`src/rtl/sync_fifo_flags.sv`:
```
// Single-clock FIFO with occupancy count, threshold flags,
// sticky error flags and optional first-word-fall-through read.
module sync_fifo_flags #(
    parameter int data_width = 8,
    parameter int addr_width = 4,
    parameter int af_thresh  = 14,
    parameter int ae_thresh  = 2,
    parameter int fwft       = 0
) (
    input  logic                  clk,
    input  logic                  rst,
    input  logic [data_width-1:0] data_in,
    input  logic                  w_en,
    input  logic                  r_en,
    input  logic                  clr_err,
    output logic [data_width-1:0] data_out,
    output logic                  full,
    output logic                  empty,
    output logic                  almost_full,
    output logic                  almost_empty,
    output logic [addr_width:0]   count,
    output logic                  overflow,
    output logic                  underflow
);

    localparam int depth = 1 << addr_width;
    localparam logic [addr_width:0]   depth_c = (addr_width+1)'(depth);
    localparam logic [addr_width:0]   af_c    = (addr_width+1)'(af_thresh);
    localparam logic [addr_width:0]   ae_c    = (addr_width+1)'(ae_thresh);
    localparam logic [addr_width:0]   cnt_one = 1;
    localparam logic [addr_width-1:0] ptr_one = 1;

    if (af_thresh < 1 || af_thresh > depth) begin : g_af_bad
        $fatal(1, "sync_fifo_flags: af_thresh out of range");
    end
    if (ae_thresh < 0 || ae_thresh > depth - 1) begin : g_ae_bad
        $fatal(1, "sync_fifo_flags: ae_thresh out of range");
    end

    logic [data_width-1:0] mem [depth];
    logic [addr_width-1:0] wptr;
    logic [addr_width-1:0] rptr;
    logic [addr_width-1:0] rptr_n;
    logic [addr_width:0]   cnt;
    logic                  do_wr;
    logic                  do_rd;

    // Flags come only from the registered count.
    assign count        = cnt;
    assign full         = (cnt == depth_c);
    assign empty        = (cnt == '0);
    assign almost_full  = (cnt >= af_c);
    assign almost_empty = (cnt <= ae_c);

    assign do_wr  = w_en && !full;
    assign do_rd  = r_en && !empty;
    assign rptr_n = do_rd ? rptr + ptr_one : rptr;

    always_ff @(posedge clk) begin
        if (do_wr) begin
            mem[wptr] <= data_in;
        end
    end

    always_ff @(posedge clk or posedge rst) begin
        if (rst) begin
            wptr      <= '0;
            rptr      <= '0;
            cnt       <= '0;
            overflow  <= 1'b0;
            underflow <= 1'b0;
        end else begin
            if (do_wr) begin
                wptr <= wptr + ptr_one;
            end
            rptr <= rptr_n;
            if (do_wr && !do_rd) begin
                cnt <= cnt + cnt_one;
            end else if (do_rd && !do_wr) begin
                cnt <= cnt - cnt_one;
            end
            overflow  <= (w_en && full) || (overflow && !clr_err);
            underflow <= (r_en && empty) || (underflow && !clr_err);
        end
    end

    if (fwft != 0) begin : g_fwft
        logic head_new;
        logic nonempty_n;

        // The word being written is the next head when nothing else is queued.
        assign head_new   = do_wr && (rptr_n == wptr);
        assign nonempty_n = do_wr || (cnt > cnt_one) ||
                            ((cnt == cnt_one) && !do_rd);

        always_ff @(posedge clk or posedge rst) begin
            if (rst) begin
                data_out <= '0;
            end else if (nonempty_n) begin
                data_out <= head_new ? data_in : mem[rptr_n];
            end
        end
    end else begin : g_reg
        always_ff @(posedge clk or posedge rst) begin
            if (rst) begin
                data_out <= '0;
            end else if (do_rd) begin
                data_out <= mem[rptr];
            end
        end
    end

endmodule

```
`config.mk`:
```
export PLATFORM = sky130hd
export DESIGN_NAME = sync_fifo_flags
export DESIGN_NICKNAME = d
export VERILOG_FILES = /design/src/rtl/sync_fifo_flags.sv
export SDC_FILE = /design/constraint.sdc
export NUM_CORES = 1
export LEC_CHECK = 0
export ABC_AREA = 1
export CAP_MARGIN = 5
export CORE_MARGIN = 2
export CORE_UTILIZATION = 59
export DETAILED_ROUTE_END_ITERATION = 8
export GPL_TIMING_DRIVEN = 0
export PLACE_DENSITY = 0.87
export RECOVER_POWER = 100
export REMOVE_ABC_BUFFERS = 1
export SYNTH_ARGS = -nofsm -noshare
export SYNTH_HDL_FRONTEND = slang
export SYNTH_SLANG_ARGS = --single-unit
```
`constraint.sdc`:
```
create_clock -name clk -period 6 [get_ports clk]
set_input_delay 1.8 -clock clk [delete_from_list [all_inputs] [get_ports clk]]
set_output_delay 1.8 -clock clk [all_outputs]
set_load 0.1 [all_outputs]
```
# Yosys cells after proc, flatten, opt, wreduce, memory -nomap -nowiden
# Memories as Yosys holds them, arrays and structs flattened. A register that Yosys moved wholly into a read port is not among the register bits.
# Cells that the tools add are included.
# W data, S select, Z words.
# totals
in_bits,13
regBits,15
ramBits,128
output_inout_bits,19
memories,1
# memory_table
memory,depth,word_bits,rd,rd_ports_with_merged_regs,write_ports,line_no,source
mem,16,8,1,1,1,40,logic [data_width-1:0] mem [depth];
# classes
n_eq_ne,1
n_mux,4
addsub,4
reduce_logical,17
n_lt_le_gt_ge,2
# op_table
cell,count
$mux W5,2
$add A4 B1 Y4 const B,2
$logic_and A1 B1 Y1,8
$add A5 B1 Y5 const B,1
$eq A5 B5 Y1 const B,1
$ge A5 B4 Y1 const B,1
$le A5 B2 Y1 const B,1
$logic_not A1 Y1,5
$logic_not A5 Y1,1
$sub A5 B1 Y5 const B,1
$logic_or A1 B1 Y1,2
$mux W1,2
$reduce_bool A2 Y1,1

# Longest topological paths before layout
# depth
ltp_word,7
ltp_mapped,13
mapped_depth_nobuf,13

# Least setup slack after synthesis
# Ideal clock, no wire load.
# synth_timing
path_type,register -> output
start,"reg cnt[2], in the netlist count[2]"
end,out almost_empty
slack_ns,1.609
required_time_ns,4.200
arrival_ns,2.591
stages_incl_launch_ff,4
path_cell_list,dfrtp_1 > nor2_1 > nand2_1 > a21oi_1
# synth_via
elab_chain_cells,1
# synth_rtl
item,line_no,source
start: declaration,44,logic [addr_width:0] cnt;
start signal: assignment,78,cnt <= cnt + cnt_one;
start signal: assignment,80,cnt <= cnt - cnt_one;
$le A5 B2 Y1,53,assign almost_empty = (cnt <= ae_c);
end: declaration,20,"output logic almost_empty,"
# Every way passes these cells.

# Worst setup path in the final report
# layout_timing
start,"reg cnt[3], in the netlist count[3]"
end,out empty
# layout_via
elab_chain_cells,1
# layout_rtl
item,line_no,source
$logic_not A5 Y1,51,assign empty = (cnt == '0);
end: declaration,18,"output logic empty,"
# Every way passes these cells.

==> metrics.txt <==
IO Pins=32; Worst path slowest cell=dlygate4sd3_1; Worst slew margin=21.55%; maximum clock path buffer count=2; syn avg cell area=about 10 um2; wire per inst=17.84 um; Synth Flop Type=edfxtp_1; Pleak=3.402 nW; overall power=4.126 mW; Routed Antenna Nets=0; post_cts resized=0; Critical Path RT=about 4.2 ns; CP endpoint kind=primary output; xor/xnor cell area share of the yosys netlist=1.176%; Placeable Area=between 10000 and 15000 um2; outcome=complete, no violations; Post-synth EDFFs=128; area delta synth->final=14.67%; initial antenna violation count=0; nets=approximately 720; Tcrit/Tclk final=between 70% and 80%; Ys Warns=0; gr ovfl total=0; Yosys reg bits=151; die footprint=12230 um2; chip height=about 110 um; power per cell area=536.9 nW/um2; global-route wire length before repair=23980 um; fraction of layout cells with a size suffix above 1=4.816%; multi-input logic area=around 1700 um2; Worst path top cell family by delay=buffers and inverters; fill count=759; Netlist cell types=22; Initial DRC Count=around 650; Max Transition Viols Final=0; Post-Syn Area=6703 um2; 1st-pass router iterations=6; n_diodes=0; clock sinks=roughly 150; post-CTS setup buffers=0; pin count of the biggest net entering global routing=66; Largest stage delay, worst path=1.22 ns; fin crit period=approximately 4.3 ns; TritonCTS buffer count=17; # setup viols final=0; Post-Synth Simple-Gate Area=between 20% and 30%; Clk pin slew, worst setup/hold paths=approximately 0.06 ns; RSZ-0062 raised after global routing=no; CP Max Fanout=5; post-synthesis sequential area ratio=65.93%; Clock Latency Late Sink=0.42 ns; worst-path cell chain=nor2_1, nand3_1, inv_1, dlygate4sd3_1; Final Hold Violating Endpoints=0; vias per std cell=5.495; largest family of logic cells by synthesized area=simple AND/OR/NAND/NOR gates; Final HPWL DP=~9000 um; Final Wtd Congestion=~0.88; Setup TNS=0 ns; CTS tree=done; GRT Total Usage=25.70%; Peak Freq=231.0 MHz; Min-Delay Path Class=reg -> reg; Vias=4649; Async SR Flop Fraction=approximately 15%; VDD IR max=362.7 uV; vias in the first global route=4792; Clock Skew=approximately 0.0077 ns; Worst Max-Slew Pin Slew=1.168 ns; WP buf/inv=2; Post-Syn Instances=667; crit start category=flop; Root Buffer Master=clkbuf_16; Routed WL=15100 um; Synth Area in Adders=1.979%; WS Path Type=reg -> out; Die X-Extent=110.6 um; CP arrival=2.53 ns; post-synthesis compound-gate area fraction=0.8027%; hold buffers post-CTS=0; Initial Utilization=~61%; H-tree levels=4; # port buffers=31; drc violations=0; mux contribution to synthesized area=0%; Sequential cell area=~4400 um2; max cap viols=0; row cnt=38
[final timing paths]
| path | from | to | slack (ns) | cells after the start |
|---|---|---|---|---|
| setup / recovery | count[3] | empty | 1.67 | 4 |
| hold / removal | data_out[5] | data_out[5] | 0.48 | 2 |
| setup reg to reg | count[3] | count[4] | 3.25 | 12 |
| hold reg to reg | data_out[5] | data_out[5] | 0.48 | 2 |
| max in group asynchronous | rst | rptr[0] | 3.17 | 2 |
| min in group asynchronous | rst | data_out[7] | 2.10 | 2 |
[cells in the mapped netlist (3+ instances only)]
| library cell | count | area share [%] |
|---|---|---|
| o21ai_0 | 6 | 0.45 |
| nor2_1 | 18 | 1.0 |
| dfrtp_1 | 23 | 8.6 |
| edfxtp_1 | 128 | 57 |
| nand3_1 | 100 | 7.5 |
| xor2_1 | 8 | 1.0 |
| buf_2 | 16 | 1.2 |
| ha_1 | 9 | 1.7 |
| inv_1 | 114 | 6.4 |
| a21oi_1 | 3 | 0.22 |
| buf_4 | 8 | 0.90 |
| nand2_1 | 220 | 12 |
[registers in the layout, indices dropped and copies added, names as in the netlist]
register   count
mem          128
overflow       1
data_out       8
underflow      1
count          5
wptr           4
rptr           4
[cell families (layout without fill, tap and decap cells)]
logic type                 after synthesis  after routing
adders and majority gates               10             10
and+or+nand+nor                        342            342
buffers and inverters                  145            184
xor gates and xnor gates                 9              9
AOI/OAI and AO/OA                       10             10
DFF                                    151            151
[final cells by class]
class                           instances  area share [%]
Clock inverter                         14           2.279
Inverter                              118           5.763
Clock buffer                           18           5.584
Tap cell                              140           2.279
Sequential cell                       151           57.51
Timing Repair Buffer                   34           4.705
Multi-Input combinational cell        371           21.88
[cells in the final DEF (no fill, tap or decap)]
cell type        count
nand2_1            220
edfxtp_1           128
inv_1              115
nand3_1            100
dlygate4sd3_1       30
dfrtp_1             22
nor2_1              18
clkbuf_16           17
ha_1                 9
xor2_1               8
o21ai_0              6
clkinvlp_4           4
clkinv_1             3
a21oi_1              3
bufinv_16            3
nor3_1               2
nand4_1              2
inv_6                2
clkinv_4             2
clkbuf_1             2
inv_2                1
xnor2_1              1
o22a_1               1
fa_1                 1
clkinv_2             1
inv_8                1
clkdlybuf4s50_1      1
buf_12               1
buf_16               1
dfrtp_2              1
[through the flow]
stage          cells  instance area (um2)  utilization (%)  setup WS [ns]  hold WS, ns
2_1_floorplan    640                 6544                -          1.609       0.5009
3_3_place_gp     811                 7029            64.00          1.919       0.4638
3_5_place_dp     812                 7051            64.19          1.811       0.4691
4_1_cts          844                 7655            69.70          1.711       0.4879
5_1_grt          846                 7686            69.98          1.554       0.5081
6_report         846                 7686            69.98          1.670       0.4783
[report_power, final]
group | internal (mW) | switching, mW
clock network | 0.658 | 0.422
logic | 0.413 | 1.19
registers | 1.31 | 0.140
total | 2.38 | 1.75
[worst reg2reg max path, delay by kind of cell (launching register included)]
| family | cells | cell delay (ns) |
|---|---|---|
| simple gates | 6 | 1.02 |
| fa+ha+maj | 2 | 0.70 |
| flops | 1 | 0.42 |
| compound gates | 2 | 0.25 |
| xor+xnor | 1 | 0.16 |
| buf+inv | 1 | 0.11 |
[per-layer routing]
metal  track usage [%]  routed length, um
met4             9.667                352
met3             6.312               1342
met5                 0                  0
met2             44.58               7889
met1             31.24               5511
(Power assumes the default switching activity.)
